==> src/rtl/ram_interface_pkg.sv <==
// ram_interface_pkg
// Shared cache-side constants for the RAM interface block: default bus
// widths, the FSM state encoding and a helper that sizes the timeout counter.
// No ports (package).
package ram_interface_pkg;

  localparam int DEFAULT_WIDTH      = 8;
  localparam int DEFAULT_ADDR_WIDTH = 8;

  typedef logic [1:0] state_t;

  localparam state_t ST_IDLE   = 2'd0;
  localparam state_t ST_ACCESS = 2'd1;
  localparam state_t ST_RESP   = 2'd2;

  // Counter only ever has to reach timeout-1, so $clog2(timeout) bits suffice.
  // Clamp to 1 so a degenerate timeout still yields a legal vector width.
  function automatic int counterWidth(input int timeout);
    int w;
    w = $clog2(timeout);
    return (w < 1) ? 1 : w;
  endfunction

endpackage

==> src/rtl/ram_interface_if.sv <==
// ram_interface_if
// Bundles the cache-side request/response handshake and the RAM-side access
// strobe into one interface.
//   Cache side : req_valid, req_we, req_addr, req_wdata -> block
//                req_ready, resp_valid, resp_data, resp_err <- block
//   RAM side   : ram_req, ram_we, ram_addr, ram_wdata <- block
//                ram_ack, ram_rdata -> block
// Modports: slave = the ram_interface block, master = its environment.
interface ram_interface_if
  import ram_interface_pkg::*;
#(
  parameter int WIDTH      = DEFAULT_WIDTH,
  parameter int ADDR_WIDTH = DEFAULT_ADDR_WIDTH
) ();

  logic                  req_valid;
  logic                  req_we;
  logic [ADDR_WIDTH-1:0] req_addr;
  logic [WIDTH-1:0]      req_wdata;
  logic                  req_ready;
  logic                  resp_valid;
  logic [WIDTH-1:0]      resp_data;
  logic                  resp_err;

  logic                  ram_req;
  logic                  ram_we;
  logic [ADDR_WIDTH-1:0] ram_addr;
  logic [WIDTH-1:0]      ram_wdata;
  logic                  ram_ack;
  logic [WIDTH-1:0]      ram_rdata;

  modport slave (
    input  req_valid, req_we, req_addr, req_wdata, ram_ack, ram_rdata,
    output req_ready, resp_valid, resp_data, resp_err,
           ram_req, ram_we, ram_addr, ram_wdata
  );

  modport master (
    output req_valid, req_we, req_addr, req_wdata, ram_ack, ram_rdata,
    input  req_ready, resp_valid, resp_data, resp_err,
           ram_req, ram_we, ram_addr, ram_wdata
  );

endinterface

==> src/rtl/ram_interface_counter.sv <==
// component_timeout_counter
// Counts cycles spent waiting on the RAM and flags when the last allowed
// cycle (TIMEOUT-1) is reached.
//   i_clk, i_rst_n : clock, asynchronous active-low reset
//   i_clear        : synchronous clear to 0 (takes priority over enable)
//   i_enable       : advance by one this cycle
//   o_expired      : count == TIMEOUT-1
module component_timeout_counter
  import ram_interface_pkg::*;
#(
  parameter int TIMEOUT = 16,
  parameter int CNT_W   = counterWidth(TIMEOUT)
) (
  input  logic i_clk,
  input  logic i_rst_n,
  input  logic i_clear,
  input  logic i_enable,
  output logic o_expired
);

  localparam logic [CNT_W-1:0] LAST = CNT_W'(TIMEOUT - 1);

  logic [CNT_W-1:0] r_count;

  // Enable is never asserted once expired, so the count cannot wrap.
  always_ff @(posedge i_clk or negedge i_rst_n) begin
    if (!i_rst_n) begin
      r_count <= '0;
    end else if (i_clear) begin
      r_count <= '0;
    end else if (i_enable) begin
      r_count <= r_count + CNT_W'(1);
    end
  end

  assign o_expired = (r_count == LAST);

endmodule

==> src/rtl/ram_interface.sv <==
// ram_interface
// Sits between the cache and a RAM with a request/ack handshake. Takes one
// read or write-through request at a time, holds ram_req with constant
// address/data until the RAM acks or TIMEOUT cycles pass, then returns a
// one-cycle response (read data, or zero for writes and timeouts).
//   i_clk   : clock, all state on rising edge
//   i_rst_n : asynchronous active-low reset
//   io_bus  : ram_interface_if.slave (cache request/response + RAM access)
module ram_interface
  import ram_interface_pkg::*;
#(
  parameter int WIDTH      = DEFAULT_WIDTH,
  parameter int ADDR_WIDTH = DEFAULT_ADDR_WIDTH,
  parameter int TIMEOUT    = 16
) (
  input  logic           i_clk,
  input  logic           i_rst_n,
  ram_interface_if.slave io_bus
);

  localparam int CNT_W = counterWidth(TIMEOUT);

  state_t                r_state;
  logic                  r_we;
  logic [ADDR_WIDTH-1:0] r_addr;
  logic [WIDTH-1:0]      r_wdata;
  logic [WIDTH-1:0]      r_respData;
  logic                  r_respErr;

  logic w_accept;
  logic w_ack;
  logic w_expired;
  logic w_cntEnable;

  assign w_accept    = (r_state == ST_IDLE) && io_bus.req_valid;
  // Acks seen outside ACCESS are deliberately dropped here.
  assign w_ack       = (r_state == ST_ACCESS) && io_bus.ram_ack;
  assign w_cntEnable = (r_state == ST_ACCESS) && !io_bus.ram_ack && !w_expired;

  component_timeout_counter #(
    .TIMEOUT (TIMEOUT),
    .CNT_W   (CNT_W)
  ) u_timeout (
    .i_clk     (i_clk),
    .i_rst_n   (i_rst_n),
    .i_clear   (w_accept),
    .i_enable  (w_cntEnable),
    .o_expired (w_expired)
  );

  always_ff @(posedge i_clk or negedge i_rst_n) begin
    if (!i_rst_n) begin
      r_state <= ST_IDLE;
    end else begin
      case (r_state)
        ST_IDLE:   if (io_bus.req_valid) r_state <= ST_ACCESS;
        ST_ACCESS: if (io_bus.ram_ack || w_expired) r_state <= ST_RESP;
        ST_RESP:   r_state <= ST_IDLE;
        default:   r_state <= ST_IDLE;
      endcase
    end
  end

  // Request fields are captured once at accept so the RAM sees them stable
  // for the whole access, whatever the cache does with its inputs meanwhile.
  always_ff @(posedge i_clk or negedge i_rst_n) begin
    if (!i_rst_n) begin
      r_we    <= 1'b0;
      r_addr  <= '0;
      r_wdata <= '0;
    end else if (w_accept) begin
      r_we    <= io_bus.req_we;
      r_addr  <= io_bus.req_addr;
      r_wdata <= io_bus.req_wdata;
    end
  end

  // Ack is tested first so an ack on the final allowed cycle is a success.
  always_ff @(posedge i_clk or negedge i_rst_n) begin
    if (!i_rst_n) begin
      r_respData <= '0;
      r_respErr  <= 1'b0;
    end else if (w_ack) begin
      r_respData <= r_we ? '0 : io_bus.ram_rdata;
      r_respErr  <= 1'b0;
    end else if ((r_state == ST_ACCESS) && w_expired) begin
      r_respData <= '0;
      r_respErr  <= 1'b1;
    end
  end

  assign io_bus.req_ready  = (r_state == ST_IDLE);
  assign io_bus.resp_valid = (r_state == ST_RESP);
  assign io_bus.resp_data  = r_respData;
  assign io_bus.resp_err   = r_respErr;
  assign io_bus.ram_req    = (r_state == ST_ACCESS);
  assign io_bus.ram_we     = r_we;
  assign io_bus.ram_addr   = r_addr;
  assign io_bus.ram_wdata  = r_wdata;

endmodule

==> src/flat_wrapper.sv <==
// flat-port wrapper written by rule: the top's interface ports become plain ports
module ram_interface_flat import ram_interface_pkg::*;
#(
  parameter int WIDTH      = DEFAULT_WIDTH,
  parameter int ADDR_WIDTH = DEFAULT_ADDR_WIDTH,
  parameter int TIMEOUT    = 16
)
  (i_clk, i_rst_n, io_bus_req_valid, io_bus_req_we, io_bus_req_addr, io_bus_req_wdata, io_bus_ram_ack, io_bus_ram_rdata, io_bus_req_ready, io_bus_resp_valid, io_bus_resp_data, io_bus_resp_err, io_bus_ram_req, io_bus_ram_we, io_bus_ram_addr, io_bus_ram_wdata);
  ram_interface_if #(.WIDTH(WIDTH), .ADDR_WIDTH(ADDR_WIDTH)) io_bus_i ();
  input  logic i_clk;
  input  logic i_rst_n;
  input wire logic [$bits(io_bus_i.req_valid)-1:0] io_bus_req_valid;
  input wire logic [$bits(io_bus_i.req_we)-1:0] io_bus_req_we;
  input wire logic [$bits(io_bus_i.req_addr)-1:0] io_bus_req_addr;
  input wire logic [$bits(io_bus_i.req_wdata)-1:0] io_bus_req_wdata;
  input wire logic [$bits(io_bus_i.ram_ack)-1:0] io_bus_ram_ack;
  input wire logic [$bits(io_bus_i.ram_rdata)-1:0] io_bus_ram_rdata;
  output wire logic [$bits(io_bus_i.req_ready)-1:0] io_bus_req_ready;
  output wire logic [$bits(io_bus_i.resp_valid)-1:0] io_bus_resp_valid;
  output wire logic [$bits(io_bus_i.resp_data)-1:0] io_bus_resp_data;
  output wire logic [$bits(io_bus_i.resp_err)-1:0] io_bus_resp_err;
  output wire logic [$bits(io_bus_i.ram_req)-1:0] io_bus_ram_req;
  output wire logic [$bits(io_bus_i.ram_we)-1:0] io_bus_ram_we;
  output wire logic [$bits(io_bus_i.ram_addr)-1:0] io_bus_ram_addr;
  output wire logic [$bits(io_bus_i.ram_wdata)-1:0] io_bus_ram_wdata;
  assign io_bus_i.req_valid = io_bus_req_valid;
  assign io_bus_i.req_we = io_bus_req_we;
  assign io_bus_i.req_addr = io_bus_req_addr;
  assign io_bus_i.req_wdata = io_bus_req_wdata;
  assign io_bus_i.ram_ack = io_bus_ram_ack;
  assign io_bus_i.ram_rdata = io_bus_ram_rdata;
  assign io_bus_req_ready = io_bus_i.req_ready;
  assign io_bus_resp_valid = io_bus_i.resp_valid;
  assign io_bus_resp_data = io_bus_i.resp_data;
  assign io_bus_resp_err = io_bus_i.resp_err;
  assign io_bus_ram_req = io_bus_i.ram_req;
  assign io_bus_ram_we = io_bus_i.ram_we;
  assign io_bus_ram_addr = io_bus_i.ram_addr;
  assign io_bus_ram_wdata = io_bus_i.ram_wdata;
  ram_interface #(.WIDTH(WIDTH), .ADDR_WIDTH(ADDR_WIDTH), .TIMEOUT(TIMEOUT)) u_core (.i_clk(i_clk), .i_rst_n(i_rst_n), .io_bus(io_bus_i));
endmodule
==> config.mk <==
export PLATFORM = sky130hd
export DESIGN_NAME = ram_interface_flat
export DESIGN_NICKNAME = d
export VERILOG_FILES = /design/src/rtl/ram_interface_pkg.sv /design/src/rtl/ram_interface_if.sv /design/src/rtl/ram_interface_counter.sv /design/src/rtl/ram_interface.sv /design/src/flat_wrapper.sv
export SDC_FILE = /design/constraint.sdc
export NUM_CORES = 1
export LEC_CHECK = 0
export ABC_AREA = 1
export ABC_CLOCK_PERIOD_IN_PS = 4100
export CAP_MARGIN = 20
export CORE_ASPECT_RATIO = 0.6
export CORE_MARGIN = 2
export CORE_UTILIZATION = 47
export CTS_BUF_LIST = sky130_fd_sc_hd__clkbuf_8
export CTS_CLUSTER_SIZE = 8
export DETAILED_ROUTE_END_ITERATION = 10
export GPL_TIMING_DRIVEN = 0
export HOLD_SLACK_MARGIN = 0.03
export PLACE_DENSITY = 0.89
export SLEW_MARGIN = 20
export SYNTH_ARGS = -nofsm -noshare
export SYNTH_HDL_FRONTEND = slang
export SYNTH_SLANG_ARGS = --single-unit
==> constraint.sdc <==
create_clock -name i_clk -period 4.1 [get_ports i_clk]
set_clock_uncertainty 0.15 [all_clocks]
set_input_delay 0.41 -clock i_clk [delete_from_list [all_inputs] [get_ports i_clk]]
set_output_delay 0.41 -clock i_clk [all_outputs]
set_load 0.02 [all_outputs]
==> results.rst, run 1 <==
.. list-table::
   :header-rows: 1

   * - Metric
     - Value
   * - Post-CTS Hold Fix Bufs
     - 0
   * - Area growth from synthesis to final layout
     - 49.59%
   * - Max-slew violation count
     - 0
   * - Maximum number of pins on one net before global-route repair
     - 33
   * - Largest fanout on the critical path
     - 10
   * - Clock latency of the later-clocked register in the worst-skew pair
     - 0.29 ns
   * - Critical path arrival
     - roughly 1.9 ns
   * - First-pass GRT wire length
     - 4.788 mm
   * - PortBufs
     - 56
   * - Leading cell type by number of instances after synthesis
     - sky130_fd_sc_hd__nand2_1
   * - Top cell type by total area after synthesis
     - sky130_fd_sc_hd__dfrtp_1
   * - Overall routing resource usage
     - 0.2009
   * - Portion of the post-synthesis area used by sequential elements
     - 0.5792
   * - Met3 Resource Use GR
     - 0.1239
   * - H-tree lvl count
     - 2
   * - Post-synth top flop
     - sky130_fd_sc_hd__dfrtp_1
   * - Crit path kind
     - register to primary output
   * - Share of the synthesized area in the top cell type
     - 0.5792
   * - Pre-Repair DR Iteration Count
     - 4
   * - Count of pins on the block boundary
     - slightly below 60
   * - Worst IR drop on VDD
     - ~0.00044 V
   * - Total core area
     - 2834 µm²
   * - Status
     - finished, final reports clean
   * - Ratio of final minimum period to clock period
     - 0.5870
   * - Multi-input gate area in the final layout
     - 519.2 µm²
   * - Count of warnings emitted by yosys
     - 0
   * - Number of cells in the design after placement
     - 250
   * - Commonest cells in the netlist
     - 72 x sky130_fd_sc_hd__nand2_1, 32 x sky130_fd_sc_hd__dfrtp_1, 23 x sky130_fd_sc_hd__nand3_1, 6 x sky130_fd_sc_hd__inv_1, 3 x sky130_fd_sc_hd__nor2_1
   * - Fill cells
     - 210
   * - Final cell count without fillers
     - 257
   * - Die Width
     - around 74 µm
   * - Global Route met1 Usage
     - 0.2710
   * - Die footprint
     - 3406 µm²
   * - Hold Fails Final Rpt
     - 0
   * - Top post-synthesis cells by area
     - sky130_fd_sc_hd__dfrtp_1 58%, sky130_fd_sc_hd__nand2_1 20%, sky130_fd_sc_hd__nand3_1 8.3%
   * - CTS Root Buffer Type
     - sky130_fd_sc_hd__clkbuf_8
   * - Worst setup path end
     - io_bus_req_ready
   * - Depth of the worst register-to-register path
     - 6
   * - Standard-cell row count
     - 15
   * - Number of cells upsized or downsized after cts
     - 0
   * - Seq cells post-synth
     - 32
   * - Remaining design rule violation count
     - 0
   * - Min Tclk post-route
     - between 2 and 2.5 ns
   * - Met2 routing resource usage after global routing
     - 0.2643
   * - Net count after synthesis
     - 182
   * - Clock tree from TritonCTS
     - done
   * - Summed area of non-filler cells in the final layout
     - a little over 2000 µm²
   * - Antenna violations before repair
     - 0
   * - Gate count of the mapped netlist
     - about 150
   * - Share of flip-flops with an asynchronous set or reset after synthesis
     - 1.000
   * - End of the worst register-to-register path
     - u_core.u_timeout.r_count[3]$_DFFE_PN0P_
   * - Sink count of the clock tree
     - 32
   * - Initial Utilization
     - 0.4879
   * - Final RePlAce weighted congestion
     - between 0.8 and 0.9
   * - Longest Clk Path Bufs
     - 2
   * - Worst setup startpoint
     - u_core.r_state[1]$_DFFE_PN0P_
   * - Total Neg Setup Slack
     - 0 ns
   * - Drt first-iter violations
     - 38
   * - Max-cap violations
     - 0
   * - Post-CTS Setup Inserts
     - 0
   * - Startpoint class of the critical path
     - register
   * - Chip height
     - roughly 46 µm
   * - Antenna-violating nets left
     - 0
   * - Register-to-register path setup slack
     - between 2 and 3 ns
   * - R2R Path Start
     - u_core.u_timeout.r_count[0]$_DFFE_PN0P_
   * - Summed instance area of the synthesized netlist
     - 1383 µm²
   * - Required time of the critical path
     - 3.54 ns
   * - Per-cell via count in the routed design
     - 4.689
   * - Layout net count
     - around 250
   * - Ratio of cells with drive above 1 in the final layout
     - 0.08837
   * - Total cell area at the placement stage
     - about 2000 µm²
   * - Netlist cell types
     - 16
   * - Routed WL
     - around 3 mm
   * - Post-synthesis area per instance
     - 9.096 µm²
   * - Half-perimeter wire length after placement
     - between 2 and 2.5 mm
   * - Clock-pin slew on the worst setup and hold paths
     - 0.06 ns
   * - Antenna diode count
     - 0
   * - Number of enable-type register cells in the synthesized netlist
     - 0
   * - Wirelength per Cell
     - around 12 µm
   * - Max Clock Freq
     - slightly above 400 MHz
   * - Overall power after layout
     - ~1.4 mW
   * - Global route total overflow
     - 0
   * - Count of vias placed by the detailed router
     - 1205
   * - Max_slew headroom
     - 0.5329
   * - Core occupancy in the finished layout
     - 0.7298
   * - Layer with the highest usage
     - met1
   * - CTS buffer count
     - 5
   * - Type of the most critical hold path
     - primary input to async pin
   * - Ratio of total power to cell area
     - a little under 700 nW/µm²
   * - Transition time of the tightest slew-check pin
     - 0.7007 ns
   * - RSZ-0062 raised after global routing
     - no
   * - Worst setup EP type
     - primary output
   * - Setup violators final
     - 0
   * - Number of global-route vias before repair
     - 1057
   * - Static leakage
     - ~1.0 nW
   * - Register cell area after layout
     - 800.8 µm²
metrics by stage:
stage / worst slack (ns) / hold slack [ns]
floorplan: 2.701 / -0.03559
global placement: 1.868 / 0.3030
detailed placement: 2.006 / 0.3083
CTS: 1.689 / 0.03884
global route: 1.617 / 0.06928
finish: 1.693 / 0.01700
cells by family after synthesis:
logic type / count (synthesis) / share of synthesized area
xor gates and xnor gates: 1 / 0.006336
and+or+nand+nor: 107 / 0.3602
buffers and inverters: 11 / 0.04525
adders and majority gates: 1 / 0.009048
DFF: 32 / 0.5792
flip-flops by register name, indices dropped and copies added, names as in the netlist:
signal,flops
u_core.io_bus.ram_addr,8
u_core.io_bus.ram_wdata,8
u_core.io_bus.resp_data,8
u_core.u_timeout.r_count,4
u_core.r_state,2
u_core.io_bus.ram_we,1
u_core.io_bus.resp_err,1
worst min-delay path by stage:
stage | end | slack (ns)
final | u_core.io_bus.ram_addr[3]$_DFFE_PN0P_ | 0.02
after global routing | u_core.io_bus.ram_wdata[1]$_DFFE_PN0P_ | 0.07
after CTS | u_core.io_bus.ram_addr[6]$_DFFE_PN0P_ | 0.04
after detailed placement | u_core.io_bus.ram_addr[3]$_DFFE_PN0P_ | 0.31
after global placement | u_core.io_bus.ram_addr[6]$_DFFE_PN0P_ | 0.30
after floorplan | u_core.io_bus.ram_addr[0]$_DFFE_PN0P_ | -0.04
final cells by class:
class	instances	area share
Sequential cell	32	0.3872
Timing Repair Buffer	56	0.2686
Multi-Input combinational cell	109	0.2511
Clock buffer	5	0.03327
Tap cell	42	0.02541
Buffer	5	0.01936
Inverter	6	0.01089
Clock inverter	2	0.004235
power breakdown:
part,internal [mW],switching (mW)
clock,0.113,0.110
combinational,0.312,0.357
sequential,0.445,0.0838
total,0.869,0.551
layout by cell type, fill, tap and decap left out:
cell type / count
sky130_fd_sc_hd__nand2_1: 72
sky130_fd_sc_hd__clkdlybuf4s50_1: 55
sky130_fd_sc_hd__dfrtp_1: 32
sky130_fd_sc_hd__nand3_1: 23
sky130_fd_sc_hd__inv_1: 7
sky130_fd_sc_hd__clkbuf_8: 5
sky130_fd_sc_hd__nor2_1: 3
sky130_fd_sc_hd__buf_2: 3
sky130_fd_sc_hd__nor2_4: 2
sky130_fd_sc_hd__nand2_4: 2
sky130_fd_sc_hd__buf_6: 2
sky130_fd_sc_hd__nand4_1: 2
sky130_fd_sc_hd__buf_4: 1
sky130_fd_sc_hd__nor3_4: 1
sky130_fd_sc_hd__nand3_2: 1
sky130_fd_sc_hd__nand3_4: 1
sky130_fd_sc_hd__xor2_1: 1
sky130_fd_sc_hd__ha_1: 1
sky130_fd_sc_hd__clkinv_2: 1
metal layers:
layer  wire (µm)  vias to the layer above
li1            -                      608
met1        1375                      547
met4          40                        0
met3         350                        6
met2        1310                       44
met5           0                        -
critical path: stages (launching register included):
cell	delay, ns
sky130_fd_sc_hd__dfrtp_1	0.44
sky130_fd_sc_hd__nor2_4	0.27
sky130_fd_sc_hd__buf_4	0.23
sky130_fd_sc_hd__clkdlybuf4s50_1	0.62
Power figures use the tool's default switching activity.
==> inputs of run 2 (changes only) <==
--- a/config.mk
+++ b/config.mk
@@ -6,17 +6,17 @@
 export NUM_CORES = 1
 export LEC_CHECK = 0
 export ABC_AREA = 1
-export ABC_CLOCK_PERIOD_IN_PS = 4100
+export ABC_CLOCK_PERIOD_IN_PS = 2000
 export CAP_MARGIN = 20
 export CORE_ASPECT_RATIO = 0.6
 export CORE_MARGIN = 2
-export CORE_UTILIZATION = 47
+export CORE_UTILIZATION = 39
 export CTS_BUF_LIST = sky130_fd_sc_hd__clkbuf_8
 export CTS_CLUSTER_SIZE = 8
 export DETAILED_ROUTE_END_ITERATION = 10
 export GPL_TIMING_DRIVEN = 0
 export HOLD_SLACK_MARGIN = 0.03
-export PLACE_DENSITY = 0.89
+export PLACE_DENSITY = 0.79
 export SLEW_MARGIN = 20
 export SYNTH_ARGS = -nofsm -noshare
 export SYNTH_HDL_FRONTEND = slang
==> constraint.sdc (replaced) <==
create_clock -name i_clk -period 2 [get_ports i_clk]
set_clock_uncertainty 0.15 [all_clocks]
set_input_delay 0.2 -clock i_clk [delete_from_list [all_inputs] [get_ports i_clk]]
set_output_delay 0.2 -clock i_clk [all_outputs]
set_load 0.02 [all_outputs]
==> run 2 against run 1 <==
  * Wire length fell by 0.81%
  * Count of clock-buffer cells in the layout rose by 2
  * Non-clock buffer count increased by 2
  * Critical path depth unchanged
==> results.rst, run 2 (synthesized netlist as in run 1, its figures left out) <==
.. list-table::
   :header-rows: 1

   * - Metric
     - Value
   * - Max-cap violations
     - 0
   * - Fill cells
     - 308
   * - Type of the most critical hold path
     - primary input to register
   * - Count of vias placed by the detailed router
     - 1195
   * - Max-slew violation count
     - 0
   * - Number of cells in the design after placement
     - roughly 250
   * - Antenna-violating nets left
     - 0
   * - CTS Root Buffer Type
     - sky130_fd_sc_hd__clkbuf_8
   * - Wirelength per Cell
     - 11.65 µm
   * - Final cell count without fillers
     - 262
   * - Hold Fails Final Rpt
     - 0
   * - Status
     - finished, final reports clean
   * - Global route total overflow
     - 0
   * - Worst setup EP type
     - primary output
   * - Standard-cell row count
     - 16
   * - Ratio of final minimum period to clock period
     - 0.9311
   * - Clock tree from TritonCTS
     - done
   * - Delay of the slowest cell on the worst path
     - about 0.61 ns
   * - Crit path kind
     - register to primary output
   * - Setup violators final
     - 0
   * - Overall routing resource usage
     - 0.1696
   * - Per-cell via count in the routed design
     - 4.561
   * - Critical path arrival
     - 1.51 ns
   * - Total cell area at the placement stage
     - 1994 µm²
   * - CTS buffer count
     - 5
   * - Ratio of cells with drive above 1 in the final layout
     - 0.09677
   * - Antenna diode count
     - 0
   * - Total core area
     - roughly 3300 µm²
   * - Startpoint class of the critical path
     - register
   * - Clock latency of the later-clocked register in the worst-skew pair
     - between 0.2 and 0.3 ns
   * - Met3 Resource Use GR
     - 0.08791
   * - H-tree lvl count
     - 2
   * - Max Clock Freq
     - around 540 MHz
   * - Static leakage
     - between 1 and 1.5 nW
   * - First-pass GRT wire length
     - 5.188 mm
   * - Chip height
     - 50.12 µm
   * - Max_slew headroom
     - 0.5457
   * - Initial Utilization
     - 0.4160
   * - Drt first-iter violations
     - between 40 and 50
   * - Half-perimeter wire length after placement
     - 2.239 mm
   * - Pre-Repair DR Iteration Count
     - 4
   * - Worst IR drop on VDD
     - 0.0006638 V
   * - Maximum number of pins on one net before global-route repair
     - 33
   * - PortBufs
     - 56
   * - Hold_ws
     - between 0.1 and 0.15 ns
   * - Met2 routing resource usage after global routing
     - 0.2452
   * - Remaining design rule violation count
     - 0
   * - Area growth from synthesis to final layout
     - 52.58%
   * - Core occupancy in the finished layout
     - 0.6348
   * - Routed WL
     - around 3.1 mm
   * - Most common library cell in the layout ignoring fill and taps
     - sky130_fd_sc_hd__nand2_1
   * - Largest fanout on the critical path
     - 3
   * - Number of global-route vias before repair
     - between 1000 and 1500
   * - Summed area of non-filler cells in the final layout
     - about 2100 µm²
   * - Clock-pin slew on the worst setup and hold paths
     - around 0.060 ns
   * - Count of pins on the block boundary
     - 58
   * - Overall power after layout
     - just under 3 mW
   * - Commonest non-fill, non-tap cells in the layout
     - 72 x sky130_fd_sc_hd__nand2_1, 53 x sky130_fd_sc_hd__clkdlybuf4s50_1, 32 x sky130_fd_sc_hd__dfrtp_1
   * - Global Route met1 Usage
     - 0.2280
   * - Layout net count
     - between 200 and 250
   * - Longest Clk Path Bufs
     - 2
   * - Min Tclk post-route
     - between 1.5 and 2 ns
   * - Final RePlAce weighted congestion
     - 0.8639
   * - Required time of the critical path
     - approximately 1.7 ns
   * - Ratio of total power to cell area
     - between 1000 and 1500 nW/µm²
   * - Library cell contributing the largest single delay on the critical path
     - sky130_fd_sc_hd__clkdlybuf4s50_1
   * - RSZ-0062 raised after global routing
     - no
   * - Sink count of the clock tree
     - 32
   * - Cell Chain, Critical Path
     - inv_1 > nor2_1 > clkdlybuf4s50_1
   * - Layer with the highest usage
     - met2
   * - Transition time of the tightest slew-check pin
     - around 0.7 ns
   * - Antenna violations before repair
     - 0
   * - Die footprint
     - 4053 µm²
   * - Die Width
     - about 80 µm
-- run 2: repair_timing --
action | 4_1_cts | 5_1_grt
setup endpoints to repair | 1 | 1
hold endpoints to repair | 32 | 0
pin swaps | 1 | 0
hold buffers | 1 | 0
gates resized for setup | 1 | 1
buffers inserted | 1 | 0
-- run 2: path summary, 6_finish.rpt --
| path | slack (ns) | cells after the start | from | endpoint |
|---|---|---|---|---|
| hold reg to reg | 0.32 | 2 | u_core.io_bus.ram_addr[4]$_DFFE_PN0P_ | u_core.io_bus.ram_addr[4]$_DFFE_PN0P_ |
| min in group asynchronous | 0.35 | 2 | i_rst_n | u_core.io_bus.ram_addr[3]$_DFFE_PN0P_ |
| hold / removal | 0.12 | 3 | io_bus_req_valid | u_core.io_bus.ram_addr[0]$_DFFE_PN0P_ |
| setup / recovery | 0.14 | 3 | u_core.r_state[1]$_DFFE_PN0P_ | io_bus_resp_valid |
| setup reg to reg | 0.48 | 6 | u_core.u_timeout.r_count[0]$_DFFE_PN0P_ | u_core.u_timeout.r_count[1]$_DFFE_PN0P_ |
| max in group asynchronous | 0.90 | 2 | i_rst_n | u_core.io_bus.resp_data[6]$_DFFE_PN0P_ |
-- run 2: worst max-delay path, delay by kind of cell, from the launching register on --
| kind | cells | cell delay (ns) |
|---|---|---|
| buf+inv | 2 | 0.69 |
| simple gates | 1 | 0.11 |
| flops | 1 | 0.44 |
-- run 2: area by class of cell --
type,instances,area [µm²],area share
buffer,5,40.04,0.01898
clock buffer,7,96.34,0.04567
inverter,6,22.52,0.01068
multi-input combinational,109,519.2,0.2461
sequential,32,800.8,0.3796
tap,45,56.30,0.02669
timing repair buffer,58,574.3,0.2722
-- run 2: per-stage QoR --
stage          setup TNS, ns  setup slack, ns
6_report                   0           0.1378
5_1_grt                    0          0.08237
4_1_cts                    0          0.03189
3_5_place_dp               0           0.1158
3_3_place_gp         -0.8766         -0.02890
2_1_floorplan              0           0.6733
-- run 2: layer usage --
| metal | up-vias | part of all wire |
|---|---|---|
| li1 | 608 | - |
| met1 | 547 | 0.49 |
| met2 | 38 | 0.40 |
| met3 | 2 | 0.11 |
| met4 | 0 | 0.0036 |
| met5 | - | 0 |
-- run 2: report_power, final --
group | leakage [nW] | total (mW) | switching [mW] | internal, mW
clock network | 0.0503 | 0.522 | 0.216 | 0.306
logic | 0.611 | 1.37 | 0.726 | 0.642
registers | 0.405 | 1.08 | 0.171 | 0.912
==> edit 1 (settings of run 1) <==
Make the reset (`i_rst_n`) synchronous in 4 clocked blocks. Comments in the files are not updated.
--- a/src/rtl/ram_interface_counter.sv
+++ b/src/rtl/ram_interface_counter.sv
@@ -23,7 +23,7 @@
   logic [CNT_W-1:0] r_count;
 
   // Enable is never asserted once expired, so the count cannot wrap.
-  always_ff @(posedge i_clk or negedge i_rst_n) begin
+  always_ff @(posedge i_clk) begin
     if (!i_rst_n) begin
       r_count <= '0;
     end else if (i_clear) begin
--- a/src/rtl/ram_interface.sv
+++ b/src/rtl/ram_interface.sv
@@ -48,7 +48,7 @@
     .o_expired (w_expired)
   );
 
-  always_ff @(posedge i_clk or negedge i_rst_n) begin
+  always_ff @(posedge i_clk) begin
     if (!i_rst_n) begin
       r_state <= ST_IDLE;
     end else begin
@@ -63,7 +63,7 @@
 
   // Request fields are captured once at accept so the RAM sees them stable
   // for the whole access, whatever the cache does with its inputs meanwhile.
-  always_ff @(posedge i_clk or negedge i_rst_n) begin
+  always_ff @(posedge i_clk) begin
     if (!i_rst_n) begin
       r_we    <= 1'b0;
       r_addr  <= '0;
@@ -76,7 +76,7 @@
   end
 
   // Ack is tested first so an ack on the final allowed cycle is a success.
-  always_ff @(posedge i_clk or negedge i_rst_n) begin
+  always_ff @(posedge i_clk) begin
     if (!i_rst_n) begin
       r_respData <= '0;
       r_respErr  <= 1'b0;
Formal check against the unedited RTL: differs if i_rst_n is asserted again (counterexample within 4 cycles, from zero or initial values and one cycle with i_rst_n low); with i_rst_n held inactive, the same outputs for 10 cycles.
==> edit 1 against run 1 <==
Sequential cell count stayed put; synthesized area down 9.9%; register-to-register slack better by 20 ps; largest cell class unchanged; wire length grew 7.2%; cell area is 7.0% lower; setup slack gained 260 ps; synthesized cell count up 6.6%; critical path depth stayed put.
Power is not compared: it rests on default switching activity, and its combinational part moved more than twofold at a synthesized area within 25%.
==> edit 1: results <==
group,metric,value,unit
global_routing,grt_use_total,22.97,%
synth,synthArstFlopShare,0,%
synth,synth_compound_area_share,12.85,%
drt,drt_first_iter_violations,48,
drt,vias,1276,
synth,synth_ff_type,"dfxtp_1",
sta,max-slew-margin-rel,71.35,%
setup_path,r2r_setup_slack,2620,ps
setup_path,r2r-start,"u_core.u_timeout.r_count[0]",
synth,synth_fp_nets,192,
place,place.gp.congestion,0.8006,
setup_path,cp_max_fo,5,
global_routing,grt_pass1_wl,5.382,mm
synth,synth_commonest_cells,"36 x nor2_1, 32 x dfxtp_1, 22 x nand2_1",
synth,synthXorXnorAreaFrac,0,%
worst_hold_path,hold_class,"input port to register",
global_routing,grt_max_degree,11,
drt,wl_per_cell,12.84,µm
global_routing,grt_pass1_vias,1192,
synth,synth_cell_type_count,18,
synth,synth_area_leaders,"dfxtp_1 51%, nor2_1 11%, o21ai_0 6.8%, nand2_1 6.6%, a21oi_1 6.0%",
synth,synth_seq_area_share,51.41,%
setup_path,arrival,1580,ps
synth,synthAdderAreaFrac,1.004,%
setup_path,r2r_end,"u_core.io_bus.resp_data[6]",
layout,nFillCells,172,
place,hpwlAfterDp,2.511,mm
synth,synthCells,162,
setup_path,startpoint,"u_core.r_state[0]",
status,outcome,"completed",
[edit 1: power by group through the flow]
stage	clock network, mW	registers (mW)	logic, mW
after floorplan	0	0.369	0.0497
after global placement	0	0.347	0.143
after detailed placement	0	0.349	0.147
after CTS	0.228	0.342	0.148
after global routing	0.238	0.343	0.161
final	0.220	0.342	0.147
[edit 1: cells by family after synthesis]
family	after synthesis
AO/OA/AOI/OAI	32
flip-flops	32
AND/OR/NAND/NOR	80
adder cells (fa/ha/maj)	1
buffers and inverters	17
[edit 1: how the worst max path moves through the flow]
stage | endpoint | slack [ps] | cells past startpoint
2_1_floorplan | io_bus_resp_valid | 2750 | 2
3_3_place_gp | io_bus_ram_req | 2270 | 3
3_5_place_dp | io_bus_ram_req | 2260 | 3
4_1_cts | io_bus_ram_req | 1940 | 3
5_1_grt | io_bus_ram_req | 1850 | 3
6_report | io_bus_ram_req | 1960 | 3
[edit 1: layer usage]
metal,track usage (%),share of wire [%],vias to the layer above
met5,0,0,-
met4,8.077,1.8,0
met3,12.56,11,8
met2,38.11,46,55
met1,25.50,41,560
li1,-,-,653
[edit 1: through the flow]
stage          power [mW]  hold slack (ps)  setup WS (ps)  cell area, µm²
2_1_floorplan      0.4184            323.4           2750            1246
3_3_place_gp       0.4900            298.1           2275            1847
3_5_place_dp       0.4958            308.6           2256            1847
4_1_cts            0.7180            294.0           1945            1924
5_1_grt            0.7418            309.8           1850            1924
6_report           0.7093            296.5           1958            1924
[edit 1: cell type report]
type	count	area, µm²	share of cell area [%]
well taps	32	40.04	2.081
flip-flops and latches	32	640.6	33.29
plain buffers	6	32.53	1.691
multi-input cells	113	529.3	27.50
clock inverters	2	8.758	0.4551
clock buffers	5	68.82	3.576
repair buffers	56	560.5	29.13
inverters	11	43.79	2.276
[edit 1: worst min-delay path: stages]
cell	delay (ps)
buf_2	150
o21ai_0	80
nor2_1	40
==> edit 2 (config.mk and constraints of run 1) <==
Without the edit above. Set the package constant `DEFAULT_WIDTH` to 12 (it was 8).
--- a/src/rtl/ram_interface_pkg.sv
+++ b/src/rtl/ram_interface_pkg.sv
@@ -4,7 +4,7 @@
 // No ports (package).
 package ram_interface_pkg;
 
-  localparam int DEFAULT_WIDTH      = 8;
+  localparam int DEFAULT_WIDTH      = 12;
   localparam int DEFAULT_ADDR_WIDTH = 8;
 
   typedef logic [1:0] state_t;
Interface: changed (resized io_bus_ram_rdata, io_bus_ram_wdata, io_bus_req_wdata and io_bus_resp_data); port bits go from 58 to 74. No check against the original RTL was run, so the function may have changed too.
==> edit 2 against run 1 <==
Synthesized area up 21%; setup slack gained 25 ps; largest cell class unchanged; sequential cell count grew 8; wire length is 35% higher; critical path depth unchanged; synthesized cell count up 24%; total power increased by 24%; sequential share of layout area is 0.051 points lower; cell area rose by 25%; sequential power up 24%.
==> edit 2: results <==
group,metric,value,unit
status,outcome,"completed",
synth,synth_fp_nets,227,
setup_path,rr_worst_depth,7,
pwr,clock_net_power,0.262,mW
pwr,internal-power,1.074,mW
place,hpwlAfterDp,3.087,mm
drt,vias,1585,
synth,synth_ff_type,"dfrtp_1",
worst_hold_path,hold_class,"register to register",
place,port_buffers,73,
layout,drive_above_1_share,7.721,%
clock_tree,cts_hold_buffers,1,
setup_path,r2r_end,"u_core.io_bus.resp_data[9]",
synth,synth_edf_count,0,
layout,bufAreaShareNonClock,31.85,%
layout,clkbuf_count,6,
synth,synth_compound_area_share,0.5961,%
synth,synth_mux_area_share,0,%
layout,inv_count,8,
synth,synth_seq_area_share,59.61,%
layout,clk_share,3.480,%
synth,synthAdderAreaFrac,0.7452,%
layout,signal_buffers,85,
drt,drt_first_iter_violations,62,
layout,final-seq-area,1001,µm²
synth,synth_area_leaders,"dfrtp_1 60%, nand2_1 17%, nand3_1 13%, inv_1 1.6%, buf_6 1.3%",
global_routing,grt_max_degree,22,
layout,final_nets,309,
synth,synth_cell_type_count,19,
global_routing,grt_pass1_wl,6.920,mm
place,place.gp.congestion,0.8191,
global_routing,grt_pass1_vias,1523,
pwr,p_comb_share,47.6,%
synth,synth_seq_cells,40,
drt,wl,4.153,mm
synth,synth_commonest_cells,"75 x nand2_1, 43 x nand3_1, 40 x dfrtp_1",
layout,nFillCells,233,
clock_tree,clk_pin_slew,80,ps
pwr,p_leak,1.288,nW
clock_tree,cts_buffer_depth,2,
pwr,peakVddDrop,0.0004139,V
sta,worst_slew_pin_slew,493.3,ps
drt,drt_pass1_iterations,5,
setup_path,arrival,1820,ps
layout,multi_input_gates,131,
global_routing,grt_use_total,22.88,%
setup_path,r2r_setup_slack,2590,ps
## edit 2: through the flow
step / power, mW / hold slack [ps] / instances / util, % / area (µm²)
after floorplan: 1.069 / -35.59 / 189 / - / 1679
after global placement: 1.469 / 303.0 / 307 / 73.77 / 2466
after detailed placement: 1.500 / 254.5 / 308 / 74.44 / 2489
after CTS: 1.770 / 326.5 / 317 / 77.43 / 2589
after global routing: 1.869 / 342.5 / 317 / 77.43 / 2589
final: 1.755 / 323.0 / 317 / 77.43 / 2589
## edit 2: layer usage
metal	share of wire (%)	vias to the layer above	global-route usage, %
li1	-	766	-
met1	43	739	30.40
met2	43	72	32.64
met3	12	8	10.43
met4	1.6	0	9.040
met5	0	-	0
## edit 2: worst max-delay path, cell delays in order (launching register included)
cell and delay [ps]:
dfrtp_1 470, nor2_2 180, buf_2 240, clkdlybuf4s50_1 640
## edit 2: kinds of logic after synthesis
group / after synthesis
and+or+nand+nor: 128
buffers and inverters: 18
DFF: 40
adders and majority gates: 1
AOI/OAI and AO/OA: 2
